[src/rtl/drv_share_arb_if.sv]
// rtl/drv_share_arb_if.sv - request, data and driver-control bundle for drv_share_arb
interface drv_share_arb_if #(
  parameter int N = 4
);
  localparam int SW = $clog2(N);

  logic [N-1:0]  req;
  logic [N-1:0]  d;
  logic [N-1:0]  gnt;
  logic [SW-1:0] sel;
  logic          drv_en;
  logic          drv_a;
  logic          timeout;

  // requesting logic side
  modport master (
    output req, d,
    input  gnt, sel, drv_en, drv_a, timeout
  );

  // arbiter side
  modport slave (
    input  req, d,
    output gnt, sel, drv_en, drv_a, timeout
  );
endinterface

[src/rtl/drv_share_arb.sv]
// rtl/drv_share_arb.sv - round-robin owner sequencer for one shared inv4x driver
module drv_share_arb #(
  parameter int N       = 4,
  parameter int DEAD    = 2,
  parameter int MAXHOLD = 16
) (
  input logic           clk,
  input logic           rst,
  drv_share_arb_if.slave bus
);
  localparam int SW = $clog2(N);
  localparam int HW = $clog2(MAXHOLD + 1);
  localparam int DW = $clog2(DEAD + 1);

  localparam logic [HW-1:0] HOLD_MAX = HW'(MAXHOLD);
  localparam logic [DW-1:0] DEAD_MAX = DW'(DEAD);
  localparam logic [SW-1:0] LAST_IDX = SW'(N - 1);

  typedef enum logic [1:0] {
    S_IDLE,
    S_GRANT,
    S_DEAD
  } state_t;

  state_t        state, state_nxt;
  logic [N-1:0]  gnt, gnt_nxt;
  logic [SW-1:0] sel, sel_nxt;
  logic          drv_en, drv_en_nxt;
  logic          timeout, timeout_nxt;
  logic [SW-1:0] ptr, ptr_nxt;
  logic [HW-1:0] hold_cnt, hold_nxt;
  logic [DW-1:0] dead_cnt, dead_nxt;

  logic [SW-1:0] win;
  logic          win_vld;
  int            idx;

  // first requester at or after ptr, wrapping modulo N
  always_comb begin
    win     = '0;
    win_vld = 1'b0;
    idx     = 0;
    for (int i = 0; i < N; i++) begin
      idx = int'(ptr) + i;
      if (idx >= N) idx = idx - N;
      if (!win_vld && bus.req[idx]) begin
        win     = SW'(idx);
        win_vld = 1'b1;
      end
    end
  end

  // next state and next registered outputs; timeout is a single-cycle pulse
  always_comb begin
    state_nxt   = state;
    gnt_nxt     = gnt;
    sel_nxt     = sel;
    drv_en_nxt  = drv_en;
    timeout_nxt = 1'b0;
    ptr_nxt     = ptr;
    hold_nxt    = hold_cnt;
    dead_nxt    = dead_cnt;
    unique case (state)
      S_IDLE: begin
        if (win_vld) begin
          state_nxt    = S_GRANT;
          gnt_nxt      = '0;
          gnt_nxt[win] = 1'b1;
          sel_nxt      = win;
          drv_en_nxt   = 1'b1;
          hold_nxt     = HW'(1);
        end
      end
      S_GRANT: begin
        if (!bus.req[sel] || hold_cnt == HOLD_MAX) begin
          state_nxt   = S_DEAD;
          gnt_nxt     = '0;
          drv_en_nxt  = 1'b0;
          ptr_nxt     = (sel == LAST_IDX) ? '0 : sel + 1'b1;
          dead_nxt    = DW'(1);
          // req still high here means the hold limit forced the release
          timeout_nxt = bus.req[sel];
        end else begin
          hold_nxt = hold_cnt + 1'b1;
        end
      end
      S_DEAD: begin
        if (dead_cnt == DEAD_MAX) state_nxt = S_IDLE;
        else                      dead_nxt  = dead_cnt + 1'b1;
      end
      default: state_nxt = S_IDLE;
    endcase
  end

  // state and output registers, cleared immediately by rst
  always_ff @(posedge clk or posedge rst) begin
    if (rst) begin
      state    <= S_IDLE;
      gnt      <= '0;
      sel      <= '0;
      drv_en   <= 1'b0;
      timeout  <= 1'b0;
      ptr      <= '0;
      hold_cnt <= '0;
      dead_cnt <= '0;
    end else begin
      state    <= state_nxt;
      gnt      <= gnt_nxt;
      sel      <= sel_nxt;
      drv_en   <= drv_en_nxt;
      timeout  <= timeout_nxt;
      ptr      <= ptr_nxt;
      hold_cnt <= hold_nxt;
      dead_cnt <= dead_nxt;
    end
  end

  assign bus.gnt     = gnt;
  assign bus.sel     = sel;
  assign bus.drv_en  = drv_en;
  assign bus.timeout = timeout;
  // owner's data goes straight to the inverter input, masked when no one owns it
  assign bus.drv_a   = drv_en & bus.d[sel];
endmodule

[src/flat_wrapper.sv]
// flat-port wrapper written by rule: the top's interface ports become plain ports
module drv_share_arb_flat 
#(
  parameter int N       = 4,
  parameter int DEAD    = 2,
  parameter int MAXHOLD = 16
)
  (clk, rst, bus_req, bus_d, bus_gnt, bus_sel, bus_drv_en, bus_drv_a, bus_timeout);
  drv_share_arb_if #(.N(N)) bus_i ();
  input logic clk;
  input logic rst;
  input wire logic [$bits(bus_i.req)-1:0] bus_req;
  input wire logic [$bits(bus_i.d)-1:0] bus_d;
  output wire logic [$bits(bus_i.gnt)-1:0] bus_gnt;
  output wire logic [$bits(bus_i.sel)-1:0] bus_sel;
  output wire logic [$bits(bus_i.drv_en)-1:0] bus_drv_en;
  output wire logic [$bits(bus_i.drv_a)-1:0] bus_drv_a;
  output wire logic [$bits(bus_i.timeout)-1:0] bus_timeout;
  assign bus_i.req = bus_req;
  assign bus_i.d = bus_d;
  assign bus_gnt = bus_i.gnt;
  assign bus_sel = bus_i.sel;
  assign bus_drv_en = bus_i.drv_en;
  assign bus_drv_a = bus_i.drv_a;
  assign bus_timeout = bus_i.timeout;
  drv_share_arb #(.N(N), .DEAD(DEAD), .MAXHOLD(MAXHOLD)) u_core (.clk(clk), .rst(rst), .bus(bus_i));
endmodule
[config.mk]
export PLATFORM = sky130hd
export DESIGN_NAME = drv_share_arb_flat
export DESIGN_NICKNAME = d
export VERILOG_FILES = /design/src/rtl/drv_share_arb_if.sv /design/src/rtl/drv_share_arb.sv /design/src/flat_wrapper.sv
export SDC_FILE = /design/constraint.sdc
export NUM_CORES = 1
export LEC_CHECK = 0
export ABC_AREA = 1
export CAP_MARGIN = 0
export CORE_MARGIN = 2
export CORE_UTILIZATION = 45
export CTS_BUF_LIST = sky130_fd_sc_hd__clkbuf_8
export CTS_CLUSTER_SIZE = 16
export DETAILED_ROUTE_END_ITERATION = 12
export GPL_TIMING_DRIVEN = 0
export PLACE_DENSITY = 0.67
export RECOVER_POWER = 25
export SETUP_SLACK_MARGIN = 0.02
export SLEW_MARGIN = 10
export SYNTH_ARGS = -nofsm -noshare
export SYNTH_HDL_FRONTEND = slang
export SYNTH_SLANG_ARGS = --single-unit
export TNS_END_PERCENT = 30
[constraint.sdc]
create_clock -name clk -period 4.2 [get_ports clk]
set_clock_uncertainty 0.05 [all_clocks]
set_input_delay 1.26 -clock clk [delete_from_list [all_inputs] [get_ports clk]]
set_output_delay 1.26 -clock clk [all_outputs]
set_load 0.02 [all_outputs]
# Word level (Yosys, flattened, before mapping)
# Index checks and enable logic that the tools add are counted.
[totals]
ff_bits = 19
input_bits = 10
out_inout_bits = 9
elab_cells = 107
[classes]
addsub = 10
order_cmp = 11
eq_ne = 10
mux = 49
bitwise = 1
n_reduce_logical = 18
[ops]
columns = ["cell", "n"]
rows = [
  ["< comparator 32 x 4 -> 1 bit (second input constant)", 4],
  ["two-way mux 32 bit", 4],
  ["greater-or-equal comparator 32 x 4 -> 1 bit (second input constant)", 3],
  ["subtractor 32 x 4 -> 32 bit (second input constant)", 3],
  ["two-way mux 2 bit", 10],
  ["two-way mux 1 bit", 19],
  ["binary-select mux 1 bit (select 2 bit)", 6],
  ["AND reduction 3 bit", 4],
  ["two-way mux 5 bit", 2],
  ["case mux 5 bit (2 select lines)", 1],
  ["two-way mux 4 bit", 2],
  ["case mux 4 bit (2 select lines)", 1],
  ["adder 2 x 2 -> 3 bit (second input constant)", 2],
  ["equality test 2 bit (second input constant)", 3],
  ["< comparator 2 x 3 -> 1 bit (second input constant)", 2],
  ["inequality test 2 x 1 -> 1 bit (second input constant)", 3],
  ["case mux 2 bit (3 select lines)", 1],
  ["adder 5 x 1 -> 5 bit (second input constant)", 1],
  ["equality test 5 bit (second input constant)", 1],
  ["adder 2 x 1 -> 2 bit (second input constant)", 2],
  ["logical AND 1 bit", 4],
  ["zero test 1 bit", 4],
  ["inequality test 2 bit (second input constant)", 2],
  ["case mux 2 bit (2 select lines)", 1],
  ["12 further kinds", 14],
]

# Depth between registers and ports, before layout
[logic_depth]
depth_word = 21
ltp_mapped = 12
depth_no_buf = 12

# Worst setup path after synthesis
# Ideal clock, no wire load.
[synth_path]
path_type = "input-to-output"
start = "in bus_d[0]"
end = "out bus_drv_a"
t_arrival_ns = 1.948
t_required_ns = 2.890
path_slack_ns = 0.942
path_stages = 4
path_buffers = 0
cell_sequence = "nor2_1 -> nor2_1 -> o21ai_0 -> a21boi_0"
[synth_between]
elab_chain_len = 3
[synth_rtl]
columns = ["item", "line_no", "text"]
rows = [
  ["from (decl)", "flat_wrapper.sv:13", "input wire logic [$bits(bus_i.d)-1:0] bus_d;"],
  ["binary-select mux 1 bit (select 2 bit)", "drv_share_arb.sv:123", "assign bus.drv_a = drv_en & bus.d[sel];"],
  ["two-way mux 1 bit (not written as such)", "drv_share_arb.sv:123", ""],
  ["AND 1 bit", "drv_share_arb.sv:123", ""],
  ["to (decl)", "flat_wrapper.sv:17", "output wire logic [$bits(bus_i.drv_a)-1:0] bus_drv_a;"],
]
# No other way between the ends. The select of a mux whose other input is x is not followed.

# Final worst setup path
# Ends and elaborated chain as after synthesis.

==> Flow_metrics.wiki <==
{| class="wikitable"
! Metric !! Value
|-
| Area after detailed placement || 1660 um2
|-
| Count of flip-flops with a built-in enable after synthesis || 0
|-
| Outcome || finished clean
|-
| CTS H-Tree Depth || 1
|-
| DIE WIDTH || 60.3 um
|-
| Antenna violations before repair || 0
|-
| Number of gates resized after CTS || 0
|-
| Required @ worst endpoint || 2.89 ns
|-
| Number of warning messages in the yosys log || 0
|-
| DRT iter0 DRCs || between 70 and 80
|-
| Sink count of the clock tree || 19
|-
| Max-Cap Viols || 0
|-
| Critical path startpoint category || primary input
|-
| Final ANT Viol Nets || 0
|-
| Register clock-pin slew on the reported worst setup and hold paths || 0.07 ns
|-
| Die area || 3630 um2
|-
| Fmax || 249 MHz
|-
| Worst-Margin Slew || 0.732 ns
|-
| Cell area after layout || 1710 um2
|-
| Pin count of the biggest net entering global routing || 20
|-
| Worst-skew pair later-pin latency || 0.25 ns
|-
| Post-detail-place hpwl || 2360 um
|-
| Number of global-route vias before repair || roughly 1.3k
|-
| Sequential fraction of the synthesis area || approximately a third
|-
| Final-layout fill cell count || 291
|-
| Per-instance average area after synthesis || 7.23 um2
|-
| Root buffer cell || sky130_fd_sc_hd__clkbuf_8
|-
| Layout area overhead || 19.7%
|-
| Signal arrival time at the worst endpoint || 2.70 ns
|-
| Pwr Density || 764 nW/um2
|-
| Most instantiated flip-flop cell in the synthesis netlist || sky130_fd_sc_hd__dfrtp_1
|-
| Syn_nets || 215
|-
| Nets || approximately 240
|-
| Iteration count of the initial detailed-routing pass || 4
|-
| Overall via count from detail_route || around 1.3k
|-
| Core footprint || 3030 um2
|-
| Starting utilization of the core area || 47.1%
|-
| Total length of routed wires || between 3000 and 4000 um
|-
| Std-Cell Rows || 20
|-
| Cts bufs inserted || 3
|-
| Aggregate global routing overflow || 0
|-
| Post-Syn Area || about 1400 um2
|-
| Antenna diode count || 0
|-
| Clock tree from TritonCTS || done
|-
| Total DRC errors in the routed layout || 0
|-
| Number of hold buffers added after cts || 0
|-
| Synth async-reset ratio || 100%
|-
| RSZ-0062 raised after global routing || false
|-
| Post-layout minimum cycle time || 4.01 ns
|-
| Fraction of final layout cells sized beyond drive strength 1 || between 10 and 15%
|-
| Clk buf depth || 2
|-
| Number of instances in the synthesized netlist || 197
|-
| Global-route wire length before repair || around 5200 um
|-
| Final GP Congestion || around 0.84
|-
| Tcrit/Tclk final || between 90% and 100%
|-
| Cell leakage power || between 0.0008 and 0.0009 uW
|-
| Gr usage total || 19.4%
|-
| #FFs+latches synth || 19
|-
| Post-detailed-route via-to-cell ratio || 4.96
|-
| Post-CTS Repair Setup Buffers || 0
|-
| Worst slew margin || 51.2%
|-
| Post-Route Setup TNS || 0 ns
|-
| Core Util, Final || a little under three fifths
|-
| Worst-path fanout max || 1
|-
| Post-DR wirelength/cell || approximately 11 um
|-
| Crit Path Category || in -> out
|-
| Final-report hold violation count || 0
|-
| Final max-slew violation count || 0
|-
| Maximum VDD drop || 0.409 mV
|-
| Element type at the critical path end || output pin
|-
| Tightest Hold Check Type || reg -> reg
|-
| Port Buffers || 18
|-
| Setup Viol. Count Final || 0
|-
| Unique masters post-synth || 26
|-
| Floorplan die height || around 60 um
|-
| I/O pin total || 19
|}
-- registers in the layout, indices dropped and copies added, names as in the netlist --
name                count
u_core.bus.sel          2
u_core.state            2
u_core.hold_cnt         5
u_core.bus.drv_en       1
u_core.dead_cnt         2
u_core.bus.timeout      1
u_core.bus.gnt          4
u_core.ptr              2
-- synthesized netlist by cell type, types with 2 or more instances --
cell	number	area share [%]
sky130_fd_sc_hd__ha_1	8	7.0
sky130_fd_sc_hd__nand4_1	6	2.6
sky130_fd_sc_hd__inv_1	24	6.3
sky130_fd_sc_hd__nand3b_1	2	1.1
sky130_fd_sc_hd__o21ai_0	7	2.5
sky130_fd_sc_hd__xor2_1	2	1.2
sky130_fd_sc_hd__nand2_4	6	4.7
sky130_fd_sc_hd__nor3_1	3	1.1
sky130_fd_sc_hd__nand2_1	62	16
sky130_fd_sc_hd__nand3_2	3	2.1
sky130_fd_sc_hd__o21ai_1	2	0.70
sky130_fd_sc_hd__nand3_1	15	5.3
sky130_fd_sc_hd__dfrtp_1	19	33
sky130_fd_sc_hd__inv_2	3	0.79
sky130_fd_sc_hd__nor2_1	13	3.4
sky130_fd_sc_hd__o31ai_1	2	1.1
sky130_fd_sc_hd__nand2_2	8	3.5
sky130_fd_sc_hd__a21oi_1	4	1.4
-- power by group --
group	switching [uW]	internal, uW	leakage, uW
sequential	67.3	248	0.000241
clock	58.5	64.9	0.0000269
combinational	558	307	0.000608
-- kinds of logic (layout without fill, tap and decap cells) --
| kind of cell | Yosys count | in the layout | synth area share [%] |
|---|---|---|---|
| AND/OR/NAND/NOR | 120 | 120 | 42.0 |
| buffers and inverters | 29 | 51 | 8.16 |
| AO/OA/AOI/OAI | 19 | 19 | 8.25 |
| flip-flops | 19 | 19 | 33.4 |
| adder cells (fa/ha/maj) | 8 | 8 | 7.02 |
| XOR/XNOR | 2 | 2 | 1.23 |
-- placed cells by master (no fill, tap or decap) --
cell type | synthesis | routed
sky130_fd_sc_hd__nand2_1 | 62 | 62
sky130_fd_sc_hd__inv_1 | 24 | 25
sky130_fd_sc_hd__dfrtp_1 | 19 | 19
sky130_fd_sc_hd__clkdlybuf4s50_1 | 0 | 17
sky130_fd_sc_hd__nand3_1 | 15 | 15
sky130_fd_sc_hd__nor2_1 | 13 | 13
sky130_fd_sc_hd__nand2_2 | 8 | 8
sky130_fd_sc_hd__ha_1 | 8 | 8
sky130_fd_sc_hd__o21ai_0 | 7 | 7
sky130_fd_sc_hd__nand2_4 | 6 | 6
sky130_fd_sc_hd__nand4_1 | 6 | 6
sky130_fd_sc_hd__a21oi_1 | 4 | 4
sky130_fd_sc_hd__inv_2 | 3 | 3
sky130_fd_sc_hd__nand3_2 | 3 | 3
sky130_fd_sc_hd__nor3_1 | 3 | 3
sky130_fd_sc_hd__clkbuf_8 | 0 | 3
sky130_fd_sc_hd__o21ai_1 | 2 | 2
sky130_fd_sc_hd__xor2_1 | 2 | 2
sky130_fd_sc_hd__o31ai_1 | 2 | 2
sky130_fd_sc_hd__nand3b_1 | 2 | 2
sky130_fd_sc_hd__clkbuf_1 | 1 | 1
sky130_fd_sc_hd__buf_6 | 1 | 1
sky130_fd_sc_hd__nor2_8 | 1 | 1
sky130_fd_sc_hd__nor2_2 | 1 | 1
sky130_fd_sc_hd__o21ai_4 | 1 | 1
sky130_fd_sc_hd__o211ai_1 | 1 | 1
sky130_fd_sc_hd__a31oi_1 | 1 | 1
sky130_fd_sc_hd__a21boi_0 | 1 | 1
sky130_fd_sc_hd__dlygate4sd3_1 | 0 | 1
-- final timing paths --
| kind | start | to | slack, ns | depth (start not counted) |
|---|---|---|---|---|
| setup reg to reg | u_core.state[1]$_DFFE_PP0P_ | u_core.hold_cnt[2]$_DFFE_PP0P_ | 2.33 | 8 |
| hold reg to reg | u_core.bus.gnt[3]$_DFFE_PP0P_ | u_core.bus.gnt[3]$_DFFE_PP0P_ | 0.44 | 2 |
| hold / removal | u_core.bus.gnt[3]$_DFFE_PP0P_ | u_core.bus.gnt[3]$_DFFE_PP0P_ | 0.44 | 2 |
| min in group asynchronous | rst | u_core.hold_cnt[1]$_DFFE_PP0P_ | 1.51 | 2 |
| setup / recovery | bus_d[0] | bus_drv_a | 0.19 | 6 |
| max in group asynchronous | rst | u_core.bus.gnt[3]$_DFFE_PP0P_ | 2.12 | 2 |
-- layer usage --
metal,track usage (%),wire [um],vias to the layer above,share of wire [%]
met5,0,0,-,0
met4,9.52,47,0,1.6
met3,2.16,71,4,2.4
met2,35.1,1530,15,51
met1,22.4,1360,613,45
li1,-,-,673,-
-- worst max-delay path: stages --
cell	delay [ns]
sky130_fd_sc_hd__clkdlybuf4s50_1	0.45
sky130_fd_sc_hd__nor2_1	0.04
sky130_fd_sc_hd__nor2_1	0.08
sky130_fd_sc_hd__o21ai_0	0.08
sky130_fd_sc_hd__a21boi_0	0.17
sky130_fd_sc_hd__clkdlybuf4s50_1	0.63
-- per-stage QoR --
step / hold slack, ns / std cells / total power [uW] / setup slack [ns]
after floorplan: 0.406 / 197 / 969 / 0.942
after global placement: 0.420 / 259 / 1150 / 0.189
after detailed placement: 0.420 / 259 / 1180 / 0.173
after CTS: 0.444 / 263 / 1310 / 0.174
after global routing: 0.470 / 263 / 1450 / 0.0534
final: 0.441 / 263 / 1300 / 0.187
-- final cells by class --
class                      instances  area, um2  area share [%]
clock buffer                       3       41.3            2.42
sequential                        19        475            27.9
tap                               44       55.1            3.23
clock inverter                     1       3.75           0.220
multi-input combinational        149        833            48.9
buffer                             2       15.0           0.880
timing repair buffer              18        180            10.6
inverter                          27        101            5.94
No activity file was read; power rests on OpenSTA's default activity.
